File: config.mk
export PLATFORM = sky130hd
export DESIGN_NAME = ls_mem_scheduler_flat
export DESIGN_NICKNAME = d
export VERILOG_FILES = /design/src/rtl/ls_mem_scheduler_if.sv /design/src/rtl/ls_mem_scheduler.sv /design/src/flat_wrapper.sv
export SDC_FILE = /design/constraint.sdc
export NUM_CORES = 1
export LEC_CHECK = 0
export BUFFER_PORTS_ARGS = -buffer_cell sky130_fd_sc_hd__buf_2
export CORE_MARGIN = 1
export CORE_UTILIZATION = 35
export DETAILED_ROUTE_END_ITERATION = 8
export GPL_TIMING_DRIVEN = 0
export HOLD_SLACK_MARGIN = 0.15
export PLACE_DENSITY = 0.68
export SYNTH_ARGS = -nofsm -noshare
export SYNTH_HDL_FRONTEND = slang
export SYNTH_SLANG_ARGS = --single-unit
File: constraint.sdc
create_clock -name clk -period 4.1 [get_ports clk]
set_input_delay 0.205 -clock clk [delete_from_list [all_inputs] [get_ports clk]]
set_output_delay 0.205 -clock clk [all_outputs]
set_load 0.01 [all_outputs]
File: src/rtl/ls_mem_scheduler_if.sv
// Bundle between the load/store reservation entries, data memory and CDB.
// master: the scheduler side; slave: the surrounding environment.
interface ls_mem_scheduler_if #(
  parameter int XLEN       = 32,
  parameter int TAG_WIDTH  = 4,
  parameter int FIFO_DEPTH = 4
);
  logic                        issue_valid;
  logic [TAG_WIDTH-1:0]        issue_tag;
  logic [1:0]                  ld_ready;
  logic [1:0]                  st_ready;
  logic [2*XLEN-1:0]           ld_addr;
  logic [2*XLEN-1:0]           st_addr;
  logic [2*XLEN-1:0]           st_data;
  logic                        mem_req;
  logic                        mem_we;
  logic [XLEN-1:0]             mem_addr;
  logic [XLEN-1:0]             mem_wdata;
  logic                        mem_ack;
  logic [XLEN-1:0]             mem_rdata;
  logic                        cdb_req;
  logic [TAG_WIDTH-1:0]        cdb_tag;
  logic [XLEN-1:0]             cdb_data;
  logic                        cdb_grant;
  logic [1:0]                  ld_free;
  logic [1:0]                  st_free;
  logic                        q_full;
  logic [$clog2(FIFO_DEPTH):0] q_count;
  logic                        overflow_err;

  modport master (
    input  issue_valid, issue_tag, ld_ready, st_ready,
    input  ld_addr, st_addr, st_data,
    input  mem_ack, mem_rdata, cdb_grant,
    output mem_req, mem_we, mem_addr, mem_wdata,
    output cdb_req, cdb_tag, cdb_data,
    output ld_free, st_free, q_full, q_count, overflow_err
  );

  modport slave (
    output issue_valid, issue_tag, ld_ready, st_ready,
    output ld_addr, st_addr, st_data,
    output mem_ack, mem_rdata, cdb_grant,
    input  mem_req, mem_we, mem_addr, mem_wdata,
    input  cdb_req, cdb_tag, cdb_data,
    input  ld_free, st_free, q_full, q_count, overflow_err
  );
endinterface

File: src/rtl/ls_mem_scheduler.sv
// In-order memory access sequencer for two load and two store entries.
// One access in flight; loads finish through a CDB grant.
module ls_mem_scheduler #(
  parameter int                   FIFO_DEPTH = 4,
  parameter int                   TAG_WIDTH  = 4,
  parameter int                   XLEN       = 32,
  parameter logic [TAG_WIDTH-1:0] LOAD1_TAG  = 4'd5,
  parameter logic [TAG_WIDTH-1:0] LOAD2_TAG  = 4'd6,
  parameter logic [TAG_WIDTH-1:0] STORE1_TAG = 4'd7,
  parameter logic [TAG_WIDTH-1:0] STORE2_TAG = 4'd8
) (
  input logic                clk,
  input logic                reset,
  ls_mem_scheduler_if.master bus
);
  localparam int PW = $clog2(FIFO_DEPTH);
  localparam int CW = PW + 1;
  localparam logic [CW-1:0] DEPTH_C = CW'(FIFO_DEPTH);

  typedef enum logic [1:0] {
    S_IDLE,
    S_MEM_WAIT,
    S_CDB_WAIT
  } state_t;

  state_t r_state, w_state_nxt;

  logic [TAG_WIDTH-1:0] r_q [FIFO_DEPTH];
  logic [PW-1:0]        r_rd_ptr, r_wr_ptr;
  logic [CW-1:0]        r_count, w_count_nxt;
  logic                 r_full, r_ovf;

  logic                 r_mem_req, w_mem_req_n;
  logic                 r_mem_we, w_mem_we_n;
  logic [XLEN-1:0]      r_mem_addr, w_mem_addr_n;
  logic [XLEN-1:0]      r_mem_wdata, w_mem_wdata_n;
  logic                 r_cdb_req, w_cdb_req_n;
  logic [TAG_WIDTH-1:0] r_cdb_tag, w_cdb_tag_n;
  logic [XLEN-1:0]      r_cdb_data, w_cdb_data_n;
  logic [1:0]           r_ld_free, w_ld_free_n;
  logic [1:0]           r_st_free, w_st_free_n;

  logic [TAG_WIDTH-1:0] w_head;
  logic                 w_empty;
  logic                 w_hd_ld, w_hd_idx, w_hd_rdy;
  logic [XLEN-1:0]      w_sel_addr, w_sel_data;
  logic                 w_tag_ok, w_push, w_pop;

  assign w_head  = r_q[r_rd_ptr];
  assign w_empty = (r_count == '0);

  assign w_tag_ok = (bus.issue_tag == LOAD1_TAG)  ||
                    (bus.issue_tag == LOAD2_TAG)  ||
                    (bus.issue_tag == STORE1_TAG) ||
                    (bus.issue_tag == STORE2_TAG);

  // a full queue still accepts a push when the head retires this cycle
  assign w_push = bus.issue_valid && w_tag_ok && (!r_full || w_pop);

  always_comb begin
    w_hd_ld  = 1'b0;
    w_hd_idx = 1'b0;
    w_hd_rdy = 1'b0;
    unique case (1'b1)
      (w_head == LOAD1_TAG): begin
        w_hd_ld  = 1'b1;
        w_hd_rdy = bus.ld_ready[0];
      end
      (w_head == LOAD2_TAG): begin
        w_hd_ld  = 1'b1;
        w_hd_idx = 1'b1;
        w_hd_rdy = bus.ld_ready[1];
      end
      (w_head == STORE1_TAG): begin
        w_hd_rdy = bus.st_ready[0];
      end
      (w_head == STORE2_TAG): begin
        w_hd_idx = 1'b1;
        w_hd_rdy = bus.st_ready[1];
      end
      default: ;
    endcase
  end

  always_comb begin
    w_sel_addr = '0;
    w_sel_data = '0;
    if (w_hd_ld) begin
      w_sel_addr = w_hd_idx ? bus.ld_addr[2*XLEN-1:XLEN]
                            : bus.ld_addr[XLEN-1:0];
    end else begin
      w_sel_addr = w_hd_idx ? bus.st_addr[2*XLEN-1:XLEN]
                            : bus.st_addr[XLEN-1:0];
      w_sel_data = w_hd_idx ? bus.st_data[2*XLEN-1:XLEN]
                            : bus.st_data[XLEN-1:0];
    end
  end

  always_comb begin
    w_state_nxt   = r_state;
    w_mem_req_n   = r_mem_req;
    w_mem_we_n    = r_mem_we;
    w_mem_addr_n  = r_mem_addr;
    w_mem_wdata_n = r_mem_wdata;
    w_cdb_req_n   = r_cdb_req;
    w_cdb_tag_n   = r_cdb_tag;
    w_cdb_data_n  = r_cdb_data;
    w_ld_free_n   = '0;
    w_st_free_n   = '0;
    w_pop         = 1'b0;
    unique case (r_state)
      S_IDLE: begin
        if (!w_empty && w_hd_rdy) begin
          w_state_nxt   = S_MEM_WAIT;
          w_mem_req_n   = 1'b1;
          w_mem_we_n    = !w_hd_ld;
          w_mem_addr_n  = w_sel_addr;
          w_mem_wdata_n = w_sel_data;
        end
      end
      S_MEM_WAIT: begin
        if (bus.mem_ack) begin
          w_mem_req_n = 1'b0;
          if (w_hd_ld) begin
            w_state_nxt  = S_CDB_WAIT;
            w_cdb_req_n  = 1'b1;
            w_cdb_tag_n  = w_head;
            w_cdb_data_n = bus.mem_rdata;
          end else begin
            w_state_nxt = S_IDLE;
            w_st_free_n = {w_hd_idx, !w_hd_idx};
            w_pop       = 1'b1;
          end
        end
      end
      S_CDB_WAIT: begin
        if (bus.cdb_grant) begin
          w_state_nxt = S_IDLE;
          w_cdb_req_n = 1'b0;
          w_ld_free_n = {w_hd_idx, !w_hd_idx};
          w_pop       = 1'b1;
        end
      end
      default: w_state_nxt = S_IDLE;
    endcase
  end

  always_comb begin
    w_count_nxt = r_count;
    if (w_push && !w_pop) begin
      w_count_nxt = r_count + CW'(1);
    end else if (!w_push && w_pop) begin
      w_count_nxt = r_count - CW'(1);
    end
  end

  always_ff @(posedge clk) begin
    if (w_push) begin
      r_q[r_wr_ptr] <= bus.issue_tag;
    end
  end

  always_ff @(posedge clk or posedge reset) begin
    if (reset) begin
      r_state     <= S_IDLE;
      r_rd_ptr    <= '0;
      r_wr_ptr    <= '0;
      r_count     <= '0;
      r_full      <= 1'b0;
      r_ovf       <= 1'b0;
      r_mem_req   <= 1'b0;
      r_mem_we    <= 1'b0;
      r_mem_addr  <= '0;
      r_mem_wdata <= '0;
      r_cdb_req   <= 1'b0;
      r_cdb_tag   <= '0;
      r_cdb_data  <= '0;
      r_ld_free   <= '0;
      r_st_free   <= '0;
    end else begin
      r_state     <= w_state_nxt;
      r_count     <= w_count_nxt;
      r_full      <= (w_count_nxt == DEPTH_C);
      r_mem_req   <= w_mem_req_n;
      r_mem_we    <= w_mem_we_n;
      r_mem_addr  <= w_mem_addr_n;
      r_mem_wdata <= w_mem_wdata_n;
      r_cdb_req   <= w_cdb_req_n;
      r_cdb_tag   <= w_cdb_tag_n;
      r_cdb_data  <= w_cdb_data_n;
      r_ld_free   <= w_ld_free_n;
      r_st_free   <= w_st_free_n;
      if (w_push) begin
        r_wr_ptr <= r_wr_ptr + PW'(1);
      end
      if (w_pop) begin
        r_rd_ptr <= r_rd_ptr + PW'(1);
      end
      if (bus.issue_valid && !w_push) begin
        r_ovf <= 1'b1;
      end
    end
  end

  assign bus.mem_req      = r_mem_req;
  assign bus.mem_we       = r_mem_we;
  assign bus.mem_addr     = r_mem_addr;
  assign bus.mem_wdata    = r_mem_wdata;
  assign bus.cdb_req      = r_cdb_req;
  assign bus.cdb_tag      = r_cdb_tag;
  assign bus.cdb_data     = r_cdb_data;
  assign bus.ld_free      = r_ld_free;
  assign bus.st_free      = r_st_free;
  assign bus.q_full       = r_full;
  assign bus.q_count      = r_count;
  assign bus.overflow_err = r_ovf;
endmodule
File: src/flat_wrapper.sv
// flat-port wrapper written by rule: the top's interface ports become plain ports
module ls_mem_scheduler_flat 
#(
  parameter int                   FIFO_DEPTH = 4,
  parameter int                   TAG_WIDTH  = 4,
  parameter int                   XLEN       = 32,
  parameter logic [TAG_WIDTH-1:0] LOAD1_TAG  = 4'd5,
  parameter logic [TAG_WIDTH-1:0] LOAD2_TAG  = 4'd6,
  parameter logic [TAG_WIDTH-1:0] STORE1_TAG = 4'd7,
  parameter logic [TAG_WIDTH-1:0] STORE2_TAG = 4'd8
)
  (clk, reset, bus_issue_valid, bus_issue_tag, bus_ld_ready, bus_st_ready, bus_ld_addr, bus_st_addr, bus_st_data, bus_mem_ack, bus_mem_rdata, bus_cdb_grant, bus_mem_req, bus_mem_we, bus_mem_addr, bus_mem_wdata, bus_cdb_req, bus_cdb_tag, bus_cdb_data, bus_ld_free, bus_st_free, bus_q_full, bus_q_count, bus_overflow_err);
  ls_mem_scheduler_if #(.XLEN(XLEN), .TAG_WIDTH(TAG_WIDTH), .FIFO_DEPTH(FIFO_DEPTH)) bus_i ();
  input logic clk;
  input logic reset;
  input wire logic [$bits(bus_i.issue_valid)-1:0] bus_issue_valid;
  input wire logic [$bits(bus_i.issue_tag)-1:0] bus_issue_tag;
  input wire logic [$bits(bus_i.ld_ready)-1:0] bus_ld_ready;
  input wire logic [$bits(bus_i.st_ready)-1:0] bus_st_ready;
  input wire logic [$bits(bus_i.ld_addr)-1:0] bus_ld_addr;
  input wire logic [$bits(bus_i.st_addr)-1:0] bus_st_addr;
  input wire logic [$bits(bus_i.st_data)-1:0] bus_st_data;
  input wire logic [$bits(bus_i.mem_ack)-1:0] bus_mem_ack;
  input wire logic [$bits(bus_i.mem_rdata)-1:0] bus_mem_rdata;
  input wire logic [$bits(bus_i.cdb_grant)-1:0] bus_cdb_grant;
  output wire logic [$bits(bus_i.mem_req)-1:0] bus_mem_req;
  output wire logic [$bits(bus_i.mem_we)-1:0] bus_mem_we;
  output wire logic [$bits(bus_i.mem_addr)-1:0] bus_mem_addr;
  output wire logic [$bits(bus_i.mem_wdata)-1:0] bus_mem_wdata;
  output wire logic [$bits(bus_i.cdb_req)-1:0] bus_cdb_req;
  output wire logic [$bits(bus_i.cdb_tag)-1:0] bus_cdb_tag;
  output wire logic [$bits(bus_i.cdb_data)-1:0] bus_cdb_data;
  output wire logic [$bits(bus_i.ld_free)-1:0] bus_ld_free;
  output wire logic [$bits(bus_i.st_free)-1:0] bus_st_free;
  output wire logic [$bits(bus_i.q_full)-1:0] bus_q_full;
  output wire logic [$bits(bus_i.q_count)-1:0] bus_q_count;
  output wire logic [$bits(bus_i.overflow_err)-1:0] bus_overflow_err;
  assign bus_i.issue_valid = bus_issue_valid;
  assign bus_i.issue_tag = bus_issue_tag;
  assign bus_i.ld_ready = bus_ld_ready;
  assign bus_i.st_ready = bus_st_ready;
  assign bus_i.ld_addr = bus_ld_addr;
  assign bus_i.st_addr = bus_st_addr;
  assign bus_i.st_data = bus_st_data;
  assign bus_i.mem_ack = bus_mem_ack;
  assign bus_i.mem_rdata = bus_mem_rdata;
  assign bus_i.cdb_grant = bus_cdb_grant;
  assign bus_mem_req = bus_i.mem_req;
  assign bus_mem_we = bus_i.mem_we;
  assign bus_mem_addr = bus_i.mem_addr;
  assign bus_mem_wdata = bus_i.mem_wdata;
  assign bus_cdb_req = bus_i.cdb_req;
  assign bus_cdb_tag = bus_i.cdb_tag;
  assign bus_cdb_data = bus_i.cdb_data;
  assign bus_ld_free = bus_i.ld_free;
  assign bus_st_free = bus_i.st_free;
  assign bus_q_full = bus_i.q_full;
  assign bus_q_count = bus_i.q_count;
  assign bus_overflow_err = bus_i.overflow_err;
  ls_mem_scheduler #(.FIFO_DEPTH(FIFO_DEPTH), .TAG_WIDTH(TAG_WIDTH), .XLEN(XLEN), .LOAD1_TAG(LOAD1_TAG), .LOAD2_TAG(LOAD2_TAG), .STORE1_TAG(STORE1_TAG), .STORE2_TAG(STORE2_TAG)) u_core (.clk(clk), .reset(reset), .bus(bus_i));
endmodule
==> After elaboration in Yosys (flattened, before gate mapping) <==
Memory sizes are Yosys's and may differ from the RTL's.
Index checks and enable logic that the tools add are counted.
{ "word_totals": {"memories": 1, "elab_cells": 95, "output_inout_bits": 112, "romBits": 0, "latchBits": 0, "in_bits": 237, "ram_bits": 16, "reg_bits": 118} }
{ "op_classes": {"n_reduce_logical": 27, "div_mod_pow": 0, "addsub": 4, "n_mux": 33, "order_cmp": 0, "bitwise_logic": 0, "multipliers": 0, "n_shift": 0, "eq_ne": 15} }
{ "mem_list": {"columns": ["name", "depth", "width", "read_ports", "rd_clocked_by_memory_dff", "write_ports", "line_no", "rtl"], "rows": [
  ["u_core.r_q", 4, 4, 1, 0, 1, "ls_mem_scheduler.sv:28", "logic [TAG_WIDTH-1:0] r_q [FIFO_DEPTH];"]
]} }
{ "ops": {"columns": ["cell", "n"], "rows": [
  ["$mux W32", 5],
  ["$eq A4 B3 Y1 const B", 6],
  ["$mux W2", 9],
  ["$mux W1", 12],
  ["$reduce_and A3 Y1", 3],
  ["$eq A4 B4 Y1 const B", 2],
  ["$logic_and A1 B1 Y1", 6],
  ["$logic_not A1 Y1", 6],
  ["$mux W3", 2],
  ["$pmux W1 S2", 3],
  ["$pmux W2 S3", 1],
  ["$add A2 B1 Y2 const B", 2],
  ["$logic_or A1 B1 Y1", 4],
  ["$ne A2 B1 Y1 const B", 2],
  ["$ne A2 B2 Y1 const B", 2],
  ["$pmux W1 S4", 1],
  ["$reduce_and A4 Y1", 1],
  ["$reduce_bool A2 Y1", 2],
  ["$reduce_or A2 Y1", 2],
  ["$add A3 B1 Y3 const B", 1],
  ["$eq A3 B3 Y1 const B", 1],
  ["$logic_not A3 Y1", 1],
  ["$sub A3 B1 Y3 const B", 1],
  ["$eq A2 B1 Y1 const B", 1],
  ["other kinds (3)", 3]
]} }

==> Longest topological paths before layout <==
Gate-level depths: netlist (run 1).
An unclocked memory read counts as a cell.
{ "depth": {"depth_word": 14, "ltp_mapped": 11, "ltp_nobuf": 8} }

==> Worst setup path before layout (run 1) <==
No wires, ideal clock.
{ "synth_timing": {"path_type": "register to register", "from": "reg u_core.r_rd_ptr[0]", "to": "reg u_core.r_mem_addr[12], in the netlist u_core.bus.mem_addr[12]", "stages_incl_launch_ff": 8, "arrival_time_ns": 2.430, "required_time_ns": 3.975, "setup_slack_ns": 1.545, "cell_sequence": "dfrtp_1 buf_6 mux4_2 and2b_1 a32o_1 a41oi_2 buf_2 mux2_2"} }
{ "synth_via": {"elab_chain_len": 6, "word_cells_on_any_way": 15, "cone_classes": "4 x eq/ne; 6 x mux; 4 x reduce/logical; 1 x memory"} }
{ "synth_rtl": {"columns": ["item", "line_no", "rtl"], "rows": [
  ["start: declaration", "ls_mem_scheduler.sv:29", "logic [PW-1:0] r_rd_ptr, r_wr_ptr;"],
  ["start signal: assignment", "ls_mem_scheduler.sv:197", "r_rd_ptr <= r_rd_ptr + PW'(1);"],
  ["$mem_v2 Z4 W4 *", null, null],
  ["$eq A4 B4 Y1 / $eq A4 B3 Y1 (equally long branches)", "ls_mem_scheduler.sv:77, ls_mem_scheduler.sv:69", null],
  ["$reduce_or A2 Y1 (no source line)", null, null],
  ["$mux W1", "ls_mem_scheduler.sv:64", "unique case (1'b1)"],
  ["$mux W32, on equally long branches", "ls_mem_scheduler.sv:92, ls_mem_scheduler.sv:89", null],
  ["$mux W32", "ls_mem_scheduler.sv:88", "if (w_hd_ld) begin"],
  ["end signal: assignment", "ls_mem_scheduler.sv:186", "r_mem_addr <= w_mem_addr_n;"],
  ["end: declaration", "ls_mem_scheduler.sv:35", "logic [XLEN-1:0] r_mem_addr, w_mem_addr_n;"]
]} }
Mark *: on every way between the ends. The rest lies on a longest branch, timed or not.
A chain may end at the register's enable or synchronous reset.

==> Final worst setup path (run 1) <==
{ "layout_timing": {"from": "reg u_core.r_rd_ptr[0]", "to": "reg u_core.r_mem_wdata[31], in the netlist u_core.bus.mem_wdata[31]"} }
{ "layout_via": {"elab_chain_len": 6, "word_cells_on_any_way": 14, "cone_classes": "4 x eq/ne; 5 x mux; 4 x reduce/logical; 1 x memory"} }
{ "layout_rtl": {"columns": ["item", "line_no", "rtl"], "rows": [
  ["$mem_v2 Z4 W4 *", null, null],
  ["$eq A4 B4 Y1 / $eq A4 B3 Y1 (equally long branches)", "ls_mem_scheduler.sv:77, ls_mem_scheduler.sv:69", null],
  ["$reduce_or A2 Y1 (no source line)", null, null],
  ["$mux W1", "ls_mem_scheduler.sv:64", null],
  ["$mux W32", "ls_mem_scheduler.sv:94", "w_sel_data = w_hd_idx ? bus.st_data[2*XLEN-1:XLEN]"],
  ["$mux W32", "ls_mem_scheduler.sv:88", null],
  ["end signal: assignment", "ls_mem_scheduler.sv:187", "r_mem_wdata <= w_mem_wdata_n;"],
  ["end: declaration", "ls_mem_scheduler.sv:36", "logic [XLEN-1:0] r_mem_wdata, w_mem_wdata_n;"]
]} }
Marked as above.

==> results of run 1 <==
## power breakdown
| part | total [mW] | switching (mW) | internal (mW) |
|---|---|---|---|
| clock | 1.62 | 0.613 | 1.00 |
| combinational | 3.28 | 1.75 | 1.53 |
| sequential | 2.17 | 0.289 | 1.88 |
| total | 7.06 | 2.66 | 4.41 |
## worst paths after layout
check | from | to | slack [ns] | cells after the start
setup / recovery | u_core.r_rd_ptr[0]$_DFFE_PP0P_ | u_core.bus.mem_wdata[31]$_DFFE_PP0P_ | 0.72 | 10
hold / removal | bus_st_data[44] | u_core.bus.mem_wdata[12]$_DFFE_PP0P_ | 0.17 | 4
setup reg to reg | u_core.r_rd_ptr[0]$_DFFE_PP0P_ | u_core.bus.mem_wdata[31]$_DFFE_PP0P_ | 0.72 | 10
hold reg to reg | u_core.bus.cdb_tag[2]$_DFFE_PP0P_ | u_core.bus.cdb_tag[2]$_DFFE_PP0P_ | 0.46 | 1
max in group asynchronous | reset | u_core.bus.mem_wdata[26]$_DFFE_PP0P_ | 3.00 | 4
min in group asynchronous | reset | u_core.bus.cdb_data[21]$_DFFE_PP0P_ | 0.36 | 3
## flip-flops by register name, summed over array words and instances (netlist names)
register,cells
u_core.bus.cdb_data,32
u_core.bus.cdb_req,1
u_core.bus.cdb_tag,4
u_core.bus.ld_free,2
u_core.bus.mem_addr,32
u_core.bus.mem_req,1
u_core.bus.mem_wdata,32
u_core.bus.mem_we,1
u_core.bus.overflow_err,1
u_core.bus.q_count,3
u_core.bus.q_full,1
u_core.bus.st_free,2
u_core.r_q,16
u_core.r_rd_ptr,2
u_core.r_state,2
u_core.r_wr_ptr,2
## layout make-up
cell class	instances	area (sq um)
repair buffers	416	2440
clock inverters	13	168
flip-flops and latches	134	3430
clock buffers	19	454
well taps	260	325
plain buffers	42	224
diodes	3	7.51
inverters	12	50.0
fillers	1681	8670
multi-input cells	376	3060
## cells by family after synthesis
logic type	count (synthesis)
DFF	134
adders and majority gates	10
and+or+nand+nor	100
xor gates and xnor gates	8
muxes	114
AOI/OAI and AO/OA	144
buffers and inverters	54
## cells in the mapped netlist, types with 2 or more instances
cell                       number  area share [%]
sky130_fd_sc_hd__ha_1          10             1.8
sky130_fd_sc_hd__nor2_1        11            0.61
sky130_fd_sc_hd__mux2_2        62              10
sky130_fd_sc_hd__mux2i_1       45             6.7
sky130_fd_sc_hd__and2_1         6            0.55
sky130_fd_sc_hd__nand2_1       41             2.3
sky130_fd_sc_hd__o31ai_1       12             1.3
sky130_fd_sc_hd__o21ai_1       21             1.6
sky130_fd_sc_hd__inv_1         12            0.67
sky130_fd_sc_hd__nor2b_1        3            0.28
sky130_fd_sc_hd__a21o_1        21             2.3
sky130_fd_sc_hd__clkbuf_1      15            0.83
sky130_fd_sc_hd__buf_6          4            0.67
sky130_fd_sc_hd__xnor2_1        5            0.65
sky130_fd_sc_hd__nor3_1         5            0.37
sky130_fd_sc_hd__a21oi_1       25             1.8
sky130_fd_sc_hd__o221ai_1      12             1.6
sky130_fd_sc_hd__nand3_1       22             1.6
sky130_fd_sc_hd__dfrtp_1      118              44
sky130_fd_sc_hd__buf_1          2            0.11
sky130_fd_sc_hd__xor2_1         3            0.39
sky130_fd_sc_hd__mux2_1         3            0.50
sky130_fd_sc_hd__nor3b_1        2            0.22
sky130_fd_sc_hd__o21ai_0       18             1.3
sky130_fd_sc_hd__o22ai_1        2            0.18
sky130_fd_sc_hd__buf_2         17             1.3
sky130_fd_sc_hd__a32o_1         2            0.30
sky130_fd_sc_hd__edfxtp_1      16             7.1
sky130_fd_sc_hd__a31oi_1        2            0.18
sky130_fd_sc_hd__mux4_2         4             1.3
sky130_fd_sc_hd__o221ai_2      20             4.4
sky130_fd_sc_hd__buf_4          4            0.44
sky130_fd_sc_hd__nand2b_1       2            0.18
## layer usage
metal	vias up	wire length, um	track usage, %
met2	268	11400	40.5
li1	2959	-	-
met4	0	637	9.67
met3	38	1450	5.30
met5	-	0	0
met1	2997	8650	24.5
## cell usage in the layout (no fill, tap or decap), types with 16 or more instances in the layout
cell / netlist / routed
sky130_fd_sc_hd__o221ai_2: 20 / 20
sky130_fd_sc_hd__edfxtp_1: 16 / 16
sky130_fd_sc_hd__o21ai_0: 18 / 18
sky130_fd_sc_hd__clkbuf_16: 0 / 18
sky130_fd_sc_hd__mux2i_1: 45 / 45
sky130_fd_sc_hd__nand3_1: 22 / 22
sky130_fd_sc_hd__buf_2: 17 / 365
sky130_fd_sc_hd__a21o_1: 21 / 21
sky130_fd_sc_hd__dlygate4sd3_1: 0 / 67
sky130_fd_sc_hd__mux2_2: 62 / 62
sky130_fd_sc_hd__o21ai_1: 21 / 21
sky130_fd_sc_hd__nand2_1: 41 / 41
sky130_fd_sc_hd__a21oi_1: 25 / 25
sky130_fd_sc_hd__dfrtp_1: 118 / 118
sky130_fd_sc_hd__clkbuf_1: 15 / 16
## tightest hold or removal path, delay by kind of cell
kind	cells	cell delay, ns
AND/OR/NAND/NOR	1	0.04
buffers and inverters	1	0.08
AO/OA/AOI/OAI	2	0.24
==> out/metrics.yaml, run 1 <==
logic_synthesis:
  postSynth.asyncResetShare_pct: 88.1
  synth_ff_type: "sky130_fd_sc_hd__dfrtp_1"
  net_count_of_the_mapped_netlist: 811
  synthSimpleGateAreaFrac_pct: 7.07
  yosysUniqueCellTypes: 50
  synthesis.area_per_instance_sq_um: 12.0
  mappedNetlistArea_sq_um: 6760
  synth-compound-area-share_pct: 16.5
  synth_fa_ha_area_share_pct: 1.85
  yosys.area_share.xor_xnor_pct: 1.04
  postSynthRegisterBits: 134
  multiplexer_share_of_the_synthesized_area_pct: 18.8
  synth.yosys.seq_area_share_pct: 50.8
  synth_top_family_by_area: "multiplexers"
  synth_enable_flop_cells: 16
  number_of_warnings_printed_during_yosys_synthesis: 0
  synthesis.instances: 564
worst_setup_path:
  worst-path-buf-inv: 5
  critical_path.top_delay_family: "buffers and inverters"
  critPathMaxStageDelay_ns: 0.56
  cp-end-kind: "flip-flop"
  cp_data_arrival_time_ns: 3.69
  timing.critical_path.fanout_max: 10
  worstSetupStartpointType: "flip-flop"
  worst-setup-path-type: "flip-flop to flip-flop"
  crit_path_top_cell_by_count: "sky130_fd_sc_hd__buf_2"
  cp_data_required_time_ns: 4.41
  worstPathCellList: "buf_6, mux4_2, nor4b_2, buf_4, a31oi_4, buf_2, buf_2, mux2i_1, dlygate4sd3_1, o31ai_1"
  slowest_stage: "sky130_fd_sc_hd__dlygate4sd3_1"
timing:
  fin_ws_ns: 0.717
  timing_worst_slew_pin_value_ns: 0.734
  final_period_minus_worst_setup_slack_ns: 3.38
  final-setup-viol-count: 0
  grt_setup_unrepaired: "false"
  finalSetupTns_ns: 0
  final_min_period_over_clock_period_pct: 82.5
  finalHoldViolations: 0
  worst_case_clock_skew_ns: 0.00998
  finalHoldWorstSlack_ns: 0.166
  maxSlewViolCount: 0
  max_freq_mhz: 296
  worst_slew_margin_rel_pct: 50.8
clock_network:
  clock-root-buffer: "sky130_fd_sc_hd__clkbuf_16"
  postCtsSetupRepairBufs: 0
  htree_num_levels: 4
  cts_tree: "done"
  clock_latency_ns: 0.42
  path_clk_slew_ns: 0.06
  clock_path_buffers: 2
  cts-buffers-inserted: 17
  post_cts.resized_instances: 0
  post_cts_hold_buffer_count: 67
  clkSinkCount: 134
grt:
  grt_start_max_net_pins: 84
  grt_pass1_wl_um: 33700
  globalRoute.totalOverflow: 0
  via_count_of_the_first_global_routing_pass: 6589
  initial_antenna_violation_count: 3
  globalRouteTotalUtil_pct: 22.2
floorplan:
  core_region_area_sq_um: 18800
  initial_utilization_pct: 35.9
  top_level_ports: 349
  fp.dieArea_sq_um: 19900
  row_count: 50
  overall_die_height_um: 141
  die_width_um: 141
placed_design:
  place_area_sq_um: 8860
  port_buffers: 348
  place.detailed.instances: 1173
  hpwl_um: 16200
  place.gp.congestion: 0.891
  detailedPlace.worstSlack_ns: 1.04
pwr:
  fin_total_pwr_mw: 7.06
  p_leak_nw: 5.25
  vdd_ir_drop_max_mv: 0.409
  p_per_area_nw_per_um2: 695
route:
  vias_per_cell: 4.91
  post_drt_antenna_nets: 0
  route.detailed.drc: 0
  dr.first_iter.drc_count: 199
  routed_wl_um: 22100
  drt-pass1-iter-count: 4
  dr_total_vias: 6262
  detail_route.wl_per_cell_um: 17.3
finish:
  fin_nets: 1246
  final_util_pct: 54.0
  areaGrowthSynthToFinish_pct: 50.3
  instances_no_fill: 1275
  design_area_sq_um: 10200
  drive_gt1_share_pct: 49.3
run_status:
  run_status: "finished clean"
flow_run:
  cap_violations: 0
min_path:
  timing.hold.worst.class: "primary input to flip-flop"
Power figures use the tool's default switching activity.
==> inputs of run 2 (changes only) <==
- PLACE_DENSITY: 0.68 -> 0.71
- clock period: 4.1 -> 2.9 ns (I/O delays scaled with it)
==> run 2 against run 1 <==
Net effect: final cell count up 8.0%; via count up 10%; worst setup slack lost 0.65 ns; core utilization increased by 5.8 points; critical path depth is the same; clock skew about the same; sequential power up 42%; sequential share of layout area shrank 3.3 points; total power increased by 47%; fmax up 20%; wire length is 14% higher; clock-buffer cell count did not move; largest cell class is now buffers.
==> out/metrics.yaml, run 2 (synthesis results as in run 1) <==
run_status:
  run_status: "finished clean"
route:
  drt-pass1-iter-count: 4
  route.detailed.drc: 0
  detail_route.wl_per_cell_um: 18.4
  routed_wl_um: 25300
  post_drt_antenna_nets: 0
  dr.first_iter.drc_count: 331
  vias_per_cell: 5.02
  dr_total_vias: 6908
floorplan:
  core_region_area_sq_um: 18800
  top_level_ports: 349
  overall_die_height_um: 141
  fp.dieArea_sq_um: 19900
  row_count: 50
  initial_utilization_pct: 35.9
  die_width_um: 141
grt:
  globalRouteTotalUtil_pct: 25.7
  grt_pass1_wl_um: 38800
  grt_start_max_net_pins: 40
  initial_antenna_violation_count: 3
  globalRoute.totalOverflow: 0
  via_count_of_the_first_global_routing_pass: 7437
clock_network:
  clock_path_buffers: 2
  cts_tree: "done"
  clock_latency_ns: 0.42
  path_clk_slew_ns: 0.07
  clkSinkCount: 134
  htree_num_levels: 4
  cts-buffers-inserted: 17
  clock-root-buffer: "sky130_fd_sc_hd__clkbuf_16"
pwr:
  fin_total_pwr_mw: 10.4
  vdd_ir_drop_max_mv: 0.498
  p_per_area_nw_per_um2: 924
  p_leak_nw: 5.71
worst_setup_path:
  startpoint: "u_core.r_rd_ptr[0]$_DFFE_PP0P_"
  worstReg2RegStart: "u_core.r_rd_ptr[0]$_DFFE_PP0P_"
  worstSetupStartpointType: "flip-flop"
  cp-end-kind: "flip-flop"
  cp_data_required_time_ns: 3.20
  cp_data_arrival_time_ns: 3.13
  timing.critical_path.fanout_max: 10
  worst-setup-path-type: "flip-flop to flip-flop"
finish:
  instances_no_fill: 1377
  areaGrowthSynthToFinish_pct: 66.5
  fin_nets: 1347
  design_area_sq_um: 11300
  layout_common_cells: "sky130_fd_sc_hd__buf_2 (361), sky130_fd_sc_hd__dlygate4sd3_1 (161), sky130_fd_sc_hd__dfrtp_1 (118)"
  fillCellCount: 1508
  drive_gt1_share_pct: 46.7
  final_common_cell: "sky130_fd_sc_hd__buf_2"
placed_design:
  hpwl_um: 16900
  place.detailed.instances: 1175
  place_area_sq_um: 8890
  place.gp.congestion: 0.821
  port_buffers: 348
  detailedPlace.worstSlack_ns: -0.251
timing:
  timing_worst_slew_pin_value_ns: 0.658
  max_freq_mhz: 353
  fin_ws_ns: 0.0702
  maxSlewViolCount: 0
  final-setup-viol-count: 0
  worst_case_clock_skew_ns: 0.0102
  finalHoldViolations: 0
  finalSetupTns_ns: 0
  worst_slew_margin_rel_pct: 56.1
  final_min_period_over_clock_period_pct: 97.6
  final_period_minus_worst_setup_slack_ns: 2.83
  grt_setup_unrepaired: "true"
min_path:
  hold_path.startpoint: "bus_st_addr[34]"
  timing.hold.worst.class: "primary input to flip-flop"
flow_run:
  cap_violations: 0
## run 2: metal layers
metal | GRT usage, % | wire length (um) | part of all wire (%)
met1 | 28.4 | 9840 | 39
met2 | 45.0 | 12600 | 50
met3 | 6.83 | 1730 | 6.8
met4 | 14.0 | 1120 | 4.4
met5 | 0 | 0 | 0
## run 2: path summary, 6_finish.rpt
| path | end | slack, ns | cells after the start |
|---|---|---|---|
| setup / recovery | u_core.bus.mem_addr[3]$_DFFE_PP0P_ | 0.07 | 10 |
| hold / removal | u_core.bus.mem_addr[2]$_DFFE_PP0P_ | 0.15 | 4 |
| setup reg to reg | u_core.bus.mem_addr[3]$_DFFE_PP0P_ | 0.07 | 10 |
| hold reg to reg | u_core.bus.mem_wdata[29]$_DFFE_PP0P_ | 0.47 | 1 |
| max in group asynchronous | u_core.bus.mem_addr[27]$_DFFE_PP0P_ | 1.83 | 5 |
| min in group asynchronous | u_core.bus.cdb_data[4]$_DFFE_PP0P_ | 0.28 | 3 |
## run 2: area by class of cell
cell class / instances / area (sq um) / area share, %
Timing Repair Buffer: 517 / 3450 / 30.6
Inverter: 12 / 48.8 / 0.433
Buffer: 42 / 251 / 2.23
Clock buffer: 19 / 437 / 3.88
Antenna cell: 4 / 10.0 / 0.0889
Clock inverter: 13 / 196 / 1.74
Sequential cell: 134 / 3430 / 30.5
Multi-Input combinational cell: 376 / 3110 / 27.6
Tap cell: 260 / 325 / 2.89
## run 2: report_power, final
group / leakage, nW / internal, mW / switching, mW / total (mW)
clock: 0.307 / 1.46 / 0.883 / 2.35
sequential: 1.62 / 2.66 / 0.432 / 3.09
combinational: 3.78 / 2.30 / 2.67 / 4.97
total: 5.71 / 6.42 / 3.98 / 10.4
## run 2: repair_timing
action / CTS / global route
gates resized for setup: 9 / 20
hold endpoints to repair: 186 / 0
hold buffers: 161 / 0
setup endpoints to repair: 100 / 94
buffers inserted: 4 / 1
## run 2: worst max-delay path: stages (launching register included)
cell                       delay [ns]
sky130_fd_sc_hd__dfrtp_1         0.34
sky130_fd_sc_hd__buf_6           0.13
sky130_fd_sc_hd__mux4_2          0.49
sky130_fd_sc_hd__buf_4           0.20
sky130_fd_sc_hd__nor4b_2         0.28
sky130_fd_sc_hd__buf_4           0.17
sky130_fd_sc_hd__a31oi_4         0.06
sky130_fd_sc_hd__buf_2           0.26
sky130_fd_sc_hd__o221ai_1        0.35
sky130_fd_sc_hd__o21ai_0         0.15
sky130_fd_sc_hd__mux2_2          0.28
## run 2: per-stage QoR
step                hold WS [ns]  util [%]
detailed placement         0.138      47.2
global placement           0.375      46.9
CTS                        0.150      59.5
global route               0.152      59.8
finish                     0.149      59.8
floorplan                  0.244         -
==> inputs of run 3 (changes only) <==
- PLACE_DENSITY: 0.71 -> 0.68
- REMOVE_ABC_BUFFERS: default -> 1
- clock period: 2.9 -> 2.85 ns (I/O delays scaled with it)
==> run 3 against run 2 <==
Net effect: worst setup slack better by 0.013 ns; clock-buffer cell count did not move; fmax grew 2.3%; sequential cell count stayed put; critical path type unchanged.
==> out/metrics.yaml, run 3 (synthesis results as in run 1) <==
run_status:
  run_status: "finished clean"
placed_design:
  place.gp.congestion: 0.791
  place_area_sq_um: 8900
  hpwl_um: 14600
  detailedPlace.worstSlack_ns: -0.930
  place.detailed.instances: 1142
  port_buffers: 348
worst_setup_path:
  worstPathCellList: "mux4_2, buf_4, nor3b_2, a32o_1, a41oi_4, buf_4, buf_16, mux2_1"
  r2r-end: "u_core.bus.mem_addr[27]$_DFFE_PP0P_"
  timing.critical_path.fanout_max: 28
  worst-setup-path-type: "flip-flop to flip-flop"
  worstSetupPathDepth: 8
  slowest_stage: "sky130_fd_sc_hd__mux4_2"
  critical_path.top_delay_family: "multiplexers"
  startpoint: "u_core.r_rd_ptr[0]$_DFFE_PP0P_"
  critPathMaxStageDelay_ns: 0.65
  r2r_setup_slack_ns: 0.08
  worstSetupEndpoint: "u_core.bus.mem_addr[27]$_DFFE_PP0P_"
  cp_data_required_time_ns: 3.14
  timing.reg2reg.worst_path_depth: 8
  crit_path_top_cell_by_count: "sky130_fd_sc_hd__buf_4"
  cp_data_arrival_time_ns: 3.06
  worst-path-buf-inv: 3
  worstSetupStartpointType: "flip-flop"
  cp-end-kind: "flip-flop"
  worstReg2RegStart: "u_core.r_rd_ptr[0]$_DFFE_PP0P_"
finish:
  final_util_pct: 60.5
  drive_gt1_share_pct: 47.4
  layout_common_cells: "sky130_fd_sc_hd__buf_2 (348), sky130_fd_sc_hd__dlygate4sd3_1 (157), sky130_fd_sc_hd__dfrtp_1 (117)"
  areaGrowthSynthToFinish_pct: 68.4
  design_area_sq_um: 11400
  final_common_cell: "sky130_fd_sc_hd__buf_2"
  fin_nets: 1323
  instances_no_fill: 1350
  fillCellCount: 1455
route:
  drt-pass1-iter-count: 5
  dr_total_vias: 6635
  routed_wl_um: 23600
  route.detailed.drc: 0
  detail_route.wl_per_cell_um: 17.5
  vias_per_cell: 4.91
  dr.first_iter.drc_count: 268
  post_drt_antenna_nets: 0
pwr:
  p_leak_nw: 5.72
  vdd_ir_drop_max_mv: 0.547
  p_per_area_nw_per_um2: 932
  fin_total_pwr_mw: 10.6
floorplan:
  top_level_ports: 349
  die_width_um: 141
  core_region_area_sq_um: 18800
  initial_utilization_pct: 35.9
  row_count: 50
  fp.dieArea_sq_um: 19900
  overall_die_height_um: 141
grt:
  globalRouteTotalUtil_pct: 23.3
  grt_start_max_net_pins: 64
  grt_pass1_wl_um: 35500
  globalRoute.totalOverflow: 0
  initial_antenna_violation_count: 0
  via_count_of_the_first_global_routing_pass: 6996
clock_network:
  cts-buffers-inserted: 17
  clock_latency_ns: 0.42
  path_clk_slew_ns: 0.06
  cts_tree: "done"
  clock-root-buffer: "sky130_fd_sc_hd__clkbuf_16"
  htree_num_levels: 4
  clkSinkCount: 134
  clock_path_buffers: 2
min_path:
  hold_path.startpoint: "bus_ld_addr[58]"
  timing.hold.worst.class: "primary input to flip-flop"
timing:
  final-setup-viol-count: 0
  timing_worst_slew_pin_value_ns: 0.649
  finalHoldViolations: 0
  max_freq_mhz: 361
  final_min_period_over_clock_period_pct: 97.1
  maxSlewViolCount: 0
  worst_slew_margin_rel_pct: 56.7
  fin_ws_ns: 0.0827
  worst_case_clock_skew_ns: 0.0117
  final_period_minus_worst_setup_slack_ns: 2.77
  grt_setup_unrepaired: "true"
flow_run:
  cap_violations: 0
==> run 3: metrics by stage <==
stage | setup TNS (ns) | hold slack (ns)
finish | 0 | 0.157
global route | -0.461 | 0.161
CTS | 0 | 0.150
detailed placement | -51.95 | 0.235
global placement | -823.05 | 0.373
floorplan | -348.52 | 0.241
==> run 3: worst min-delay path by stage <==
stage	to	slack, ns	cells past startpoint
2_1_floorplan	u_core.r_q[0][0]$_DFFE_PP_	0.24	0
4_1_cts	u_core.bus.mem_addr[26]$_DFFE_PP0P_	0.15	4
3_3_place_gp	u_core.bus.cdb_data[22]$_DFFE_PP0P_	0.37	2
5_1_grt	u_core.bus.mem_wdata[12]$_DFFE_PP0P_	0.16	4
3_5_place_dp	u_core.bus.cdb_data[17]$_DFFE_PP0P_	0.24	2
6_report	u_core.bus.mem_addr[26]$_DFFE_PP0P_	0.16	4
==> run 3: what timing repair did <==
action	CTS	global route
hold endpoints to repair	164	0
hold buffers	157	0
buffers inserted	10	5
gates resized for setup	7	15
endpoints found under the setup margin	114	83
pin swaps	5	1
cloned	2	2
==> run 3: where the power goes <==
part	leakage, nW	switching [mW]	total (mW)	internal (mW)
sequential	1.62	0.434	3.14	2.71
clock	0.280	0.906	2.19	1.28
combinational	3.83	2.71	5.28	2.57
==> run 3: worst min-delay path, cell delays in order <==
cell	delay (ns)
sky130_fd_sc_hd__buf_2	0.08
sky130_fd_sc_hd__mux2i_1	0.06
sky130_fd_sc_hd__o21ai_1	0.12
sky130_fd_sc_hd__mux2_2	0.14
==> run 3: area by class of cell <==
| cell class | count | area [sq um] | area share, % |
|---|---|---|---|
| diodes | 1 | 2.50 | 0.0220 |
| clock buffers | 19 | 454 | 3.99 |
| clock inverters | 13 | 136 | 1.20 |
| inverters | 12 | 50.0 | 0.440 |
| multi-input cells | 377 | 3200 | 28.1 |
| flip-flops and latches | 134 | 3430 | 30.2 |
| well taps | 260 | 325 | 2.86 |
| repair buffers | 534 | 3780 | 33.2 |
==> run 3: per-layer routing <==
metal | wire length [um] | part of all wire [%] | up-vias | track usage (%)
li1 | - | - | 3120 | -
met1 | 9260 | 39 | 3135 | 26.5
met2 | 12000 | 51 | 325 | 40.2
met3 | 1640 | 7.0 | 55 | 5.91
met4 | 746 | 3.2 | 0 | 12.3
met5 | 0 | 0 | - | 0
